===== src/rtl/arm_pkg.sv =====
// Shared types and defaults for the ARM instruction fetch path.
package arm_pkg;

    typedef enum logic [2:0] {
        ST_IDLE,
        ST_LOAD_MAR,
        ST_MEM_READ,
        ST_LOAD_IR,
        ST_PRESENT,
        ST_FAULT
    } fetch_state_e;

    localparam int          INSTR_BYTES         = 4;
    localparam logic [31:0] DEFAULT_RESET_PC    = 32'h0000_0000;
    localparam int          DEFAULT_MFC_TIMEOUT = 15;

endpackage


===== src/rtl/program_counter.sv =====
// Program counter register: a branch load takes priority over the sequential word increment.
module program_counter
    import arm_pkg::*;
#(
    parameter int                ADDR_W   = 32,
    parameter logic [ADDR_W-1:0] RESET_PC = ADDR_W'(DEFAULT_RESET_PC)
) (
    input  logic              clk,
    input  logic              reset,
    input  logic              load,
    input  logic [ADDR_W-1:0] load_val,
    input  logic              incr,
    output logic [ADDR_W-1:0] pc
);

    always_ff @(posedge clk) begin
        if (reset) begin
            pc <= RESET_PC;
        end else if (load) begin
            pc <= load_val;
        end else if (incr) begin
            pc <= pc + ADDR_W'(INSTR_BYTES);
        end
    end

endmodule


===== src/rtl/instruction_fetch_unit.sv =====
// Fetch FSM: drives MAR/RAM/MDR/IR strobes with the mfc handshake and hands words to the decoder.
module instruction_fetch_unit
    import arm_pkg::*;
#(
    parameter int                ADDR_W      = 32,
    parameter int                DATA_W      = 32,
    parameter logic [ADDR_W-1:0] RESET_PC    = ADDR_W'(DEFAULT_RESET_PC),
    parameter int                MFC_TIMEOUT = DEFAULT_MFC_TIMEOUT
) (
    input  logic              clk,
    input  logic              reset,
    input  logic              run,
    input  logic              redirect,
    input  logic [ADDR_W-1:0] redirect_addr,
    output logic [ADDR_W-1:0] mem_addr,
    output logic              mar_en,
    output logic              ram_en,
    output logic              mdr_en,
    input  logic [DATA_W-1:0] mem_rdata,
    input  logic              mfc,
    output logic              instRegister_en,
    output logic [DATA_W-1:0] instruction,
    output logic              instr_valid,
    input  logic              instr_ready,
    output logic [ADDR_W-1:0] pc,
    output logic              fetch_error
);

    localparam int             CNT_W    = $clog2(MFC_TIMEOUT + 1);
    localparam logic [CNT_W-1:0] TMO_LAST = CNT_W'(MFC_TIMEOUT - 1);

    fetch_state_e      state;
    fetch_state_e      state_nxt;
    logic [CNT_W-1:0]  tmo_cnt;
    logic [DATA_W-1:0] mdr;
    logic              redirect_take;
    logic [ADDR_W-1:0] redirect_aligned;
    logic              pc_incr;

    // A fault can only be left through reset, so redirects are ignored there.
    assign redirect_take    = redirect && (state != ST_FAULT);
    assign redirect_aligned = redirect_addr & ~ADDR_W'(3);
    assign pc_incr          = (state == ST_PRESENT) && instr_ready;

    program_counter #(
        .ADDR_W   (ADDR_W),
        .RESET_PC (RESET_PC)
    ) u_pc (
        .clk      (clk),
        .reset    (reset),
        .load     (redirect_take),
        .load_val (redirect_aligned),
        .incr     (pc_incr),
        .pc       (pc)
    );

    always_ff @(posedge clk) begin
        if (reset) begin
            state <= ST_IDLE;
        end else begin
            state <= state_nxt;
        end
    end

    always_comb begin
        state_nxt = state;
        unique case (state)
            ST_IDLE: begin
                if (run) state_nxt = ST_LOAD_MAR;
            end
            ST_LOAD_MAR: state_nxt = ST_MEM_READ;
            ST_MEM_READ: begin
                if (mfc) begin
                    state_nxt = ST_LOAD_IR;
                end else if (tmo_cnt == TMO_LAST) begin
                    state_nxt = ST_FAULT;
                end
            end
            ST_LOAD_IR: state_nxt = ST_PRESENT;
            ST_PRESENT: begin
                if (instr_ready) state_nxt = run ? ST_LOAD_MAR : ST_IDLE;
            end
            ST_FAULT: state_nxt = ST_FAULT;
            default:  state_nxt = ST_IDLE;
        endcase
        // Redirect overrides any same-cycle mfc, timeout or accept.
        if (redirect_take) state_nxt = run ? ST_LOAD_MAR : ST_IDLE;
    end

    always_comb begin
        mar_en          = 1'b0;
        ram_en          = 1'b0;
        mdr_en          = 1'b0;
        instRegister_en = 1'b0;
        instr_valid     = 1'b0;
        fetch_error     = 1'b0;
        unique case (state)
            ST_LOAD_MAR: mar_en = 1'b1;
            ST_MEM_READ: begin
                ram_en = 1'b1;
                mdr_en = 1'b1;
            end
            ST_LOAD_IR:  instRegister_en = 1'b1;
            ST_PRESENT:  instr_valid = 1'b1;
            ST_FAULT:    fetch_error = 1'b1;
            default:     ;
        endcase
    end

    always_ff @(posedge clk) begin
        if (reset) begin
            mem_addr    <= '0;
            instruction <= '0;
            tmo_cnt     <= '0;
        end else begin
            if (state == ST_LOAD_MAR) mem_addr <= pc;
            tmo_cnt <= (state == ST_MEM_READ) ? tmo_cnt + CNT_W'(1) : '0;
            if ((state == ST_LOAD_IR) && !redirect_take) instruction <= mdr;
        end
    end

    // MDR only matters once captured; a late mfc from an aborted read never reaches it.
    always_ff @(posedge clk) begin
        if ((state == ST_MEM_READ) && mfc && !redirect_take) mdr <= mem_rdata;
    end

endmodule


===== config.mk =====
export PLATFORM = sky130hd
export DESIGN_NAME = instruction_fetch_unit
export DESIGN_NICKNAME = d
export VERILOG_FILES = /design/src/rtl/arm_pkg.sv /design/src/rtl/program_counter.sv /design/src/rtl/instruction_fetch_unit.sv
export SDC_FILE = /design/constraint.sdc
export NUM_CORES = 1
export LEC_CHECK = 0
export ABC_AREA = 1
export CORE_ASPECT_RATIO = 1.5
export CORE_UTILIZATION = 45
export DETAILED_ROUTE_END_ITERATION = 8
export PLACE_DENSITY_LB_ADDON = 0.15
export SYNTH_ARGS = -nofsm -noshare
export SYNTH_HDL_FRONTEND = slang
export SYNTH_SLANG_ARGS = --single-unit

===== constraint.sdc =====
create_clock -name clk -period 4.2 [get_ports clk]
set_input_delay 0.84 -clock clk [delete_from_list [all_inputs] [get_ports clk]]
set_output_delay 0.84 -clock clk [all_outputs]
set_load 0.01 [all_outputs]

==> results.md <==
- Status: complete, no violations
- Design Area, Final: 0.00794 sq mm
- Final nets: 968
- Startpoint types: flop
- R2R setup slack: 1.83 ns
- Final cell count without fillers: 1064
- Clk_skew: 0.0108 ns
- Reg-to-Reg End: instruction[16]
- Synthesized cell area: 0.00572 sq mm
- PostCTS Resize Cnt: 0
- H-tree depth: 4
- Yosys top cell by area: dfxtp_1
- Finished Core Util: 63.8%
- First-pass GRT wire length: 25800 um
- Adder-Cell Fraction of Synth Area: 0.657%
- PD cells: 389 mW/mm^2
- Die Y-Extent: 140 um
- DRT iter0 DRCs: 330
- Area share of the largest cell type after synthesis: 34.7%
- Flops & latches, synth: 131
- Commonest non-fill, non-tap cells in the layout: clkdlybuf4s50_1 (165), nor2_1 (157), nand2_1 (138)
- Area Growth Syn to Fin: 39.0%
- Hold buffer count at cts: 0
- Largest family of logic cells by synthesized area: simple AND/OR/NAND/NOR gates
- Mapped Cells: 741
- Most used DFF post-synth: dfxtp_1
- XOR/XNOR Fraction of Synth Area: 0.460%
- Unrepaired setup endpoints after global routing: no
- Setup-violating endpoint count in the final report: 0
- Switching share of power: 26.1%
- Clock slew at reported path FFs: 0.06 ns
- Most common cell after layout, fill and taps aside: clkdlybuf4s50_1
- Setup tns final: 0 ns
- Starting Density: 45.9%
- Multiplexer share of the synthesized area: 0%
- Synth Area in Simple Gates: 27.6%
- Worst vdd ir: 0.303 mV
- CP max FO: 5
- Global Route met1 Usage: 27.0%
- Worst hold path stage count: 2
- Req. time, crit path: 3.36 ns
- Flop pwr share: 45.0%
- # Post-CTS Setup Buffers: 0
- Met3 Usage GRT: 6.30%
- Die area: 0.0132 sq mm
- Clk Latency, worst-skew pair: 0.42 ns
- CP peak stage delay: 0.62 ns
- Register area share after synthesis: 51.5%
- Max Slew Vio Count: 0
- Routability cong.: 0.938
- Maximum clock path buffer count: 2
- Asr flop ratio synth: 0%
- Avg Inst Size Synth: 7.71 sq um
- Largest net degree at the start of global routing: 56
- Synthesis warning total: 0
- DRC: 0
- Total grt overflow: 0
- Comb power frac: 11.6%
- Reg-to-Reg Start: state[2]
- Global Route Usage Sum: 25.7%
- Leakage: 2.90 nW
- Max_slew headroom: 31.5%
- CP endpoint kind: output pin
- TritonCTS clock tree: yes
- CP arrival: 1.85 ns
- Critical path class: flop to output pin
- Wirelength, routed: 16700 um
- Chip Width: 94.0 um
- Slowest stage cell on the critical path: clkdlybuf4s50_1
- CTS Sinks: 131
- Initial antenna violation count: 0
- Post-layout minimum cycle time: 2.69 ns
- Worst Tran Pin Value: 1.02 ns
- ANT nets after route: 0
- Placed cells: 1032
- Reg2Reg Depth: 6
- Clock Power Share: 43.4%
- Grt peak-use layer: met2
- Total core area: 0.0124 sq mm
- Number of distinct library cells after synthesis: 37
- Tcrit/Tclk final: 64.2%
- Final Hold Fails: 0
- P_sw: 0.000806 W
- I/O pin count: 172
- Site Rows: 50
- Port buffer count: 165
- # fillers: 1097
- Synth Area in Compound Gates: 12.3%
- Met2 Usage GRT: 45.1%
- Hold Crit Class: flop to flop
- # Max-Cap Violations: 0
- Number of global-route vias before repair: 5269
- Pre-Repair DR Iteration Count: 5
- Number of enable flip-flop cells after synthesis: 32
- Ratio of cells with drive above 1 in the final layout: 8.37%
- Routed WL per cell: 15.7 um
- Internal Power: 0.00228 W
- Diode count: 0
- TritonCTS Buffers: 17
- Max Fclk: 371 MHz
- Top cells by area, synth: dfxtp_1 (35%), edfxtp_1 (17%), nor2_1 (10%)
- Area of placed instances: 0.00741 sq mm
- HPWL after detailed placement: 11800 um
- CP cell instances: inv_2, nor3_2, clkdlybuf4s50_1
- Vias/cell: 5.20
- Beginning of the critical path: state[1]
- Root Driver: clkbuf_16
- Crit path to: ram_en
- Routed vias: 5531
==> critical path: cells and delay by family, from the launching register on <==
family                 cells  cell delay (ns)
and+or+nand+nor            1             0.29
DFF                        1             0.42
buffers and inverters      2             0.73
==> power groups by stage <==
stage / Clock (W) / Combinational [W] / Sequential, W
after floorplan: 0 / 0.000149 / 0.00142
after global placement: 0 / 0.000350 / 0.00141
after detailed placement: 0 / 0.000356 / 0.00141
after CTS: 0.00136 / 0.000358 / 0.00139
after global routing: 0.00142 / 0.000389 / 0.00139
final: 0.00134 / 0.000357 / 0.00139
==> stage by stage <==
stage | setup slack, ns | power, W | hold WS, ns
finish | 1.51 | 0.00309 | 0.482
global route | 1.47 | 0.00320 | 0.501
CTS | 1.51 | 0.00310 | 0.485
detailed placement | 1.28 | 0.00177 | 0.470
global placement | 1.36 | 0.00176 | 0.441
floorplan | 1.98 | 0.00157 | 0.430
==> worst min path at each step <==
stage	from	slack [ns]	endpoint
floorplan	tmo_cnt[0]	0.43	tmo_cnt[0]
global placement	tmo_cnt[0]	0.44	tmo_cnt[0]
detailed placement	mdr[15]	0.47	instruction[15]
CTS	mdr[15]	0.49	instruction[15]
global route	instruction[14]	0.50	instruction[14]
finish	mdr[15]	0.48	instruction[15]
==> flip-flops by register name (all words and copies together), names as in the netlist <==
register and flops:
tmo_cnt 4, state 3, instruction 32, mdr 32, mem_addr 30, u_pc.pc 30
==> cell usage after synthesis (3+ instances only) <==
cell type,number
nor2_1,157
nand2_1,138
dfxtp_1,99
o21ai_1,78
nand3_1,47
a21oi_1,41
inv_1,34
edfxtp_1,32
inv_2,20
clkbuf_1,13
buf_4,12
buf_2,11
nand4_1,8
nor2_2,7
a31oi_1,5
nor3_2,4
ha_1,3
nor3_1,3
o211ai_1,3
o21ai_0,3
==> cells by family (layout without fill, tap and decap cells) <==
family,after synthesis,in the layout
AO/OA/AOI/OAI,135,135
buffers and inverters,95,259
flip-flops,131,131
adder cells (fa/ha/maj),3,3
XOR/XNOR,3,3
other,1,4
AND/OR/NAND/NOR,373,373
==> layout make-up <==
type	instances	area (sq um)	share of cell area (%)
Tap cell	156	195	2.46
Timing Repair Buffer	170	1690	21.3
Sequential cell	131	2940	37.0
Multi-Input combinational cell	518	2360	29.8
Clock inverter	14	106	1.34
Clock buffer	18	429	5.40
Inverter	57	216	2.72
==> per-layer routing <==
| layer | part of all wire [%] | routed length, um |
|---|---|---|
| met5 | 0 | 0 |
| met2 | 51 | 8520 |
| met1 | 37 | 6240 |
| met3 | 6.2 | 1040 |
| met4 | 5.2 | 874 |
No activity file was read; power rests on OpenSTA's default activity.
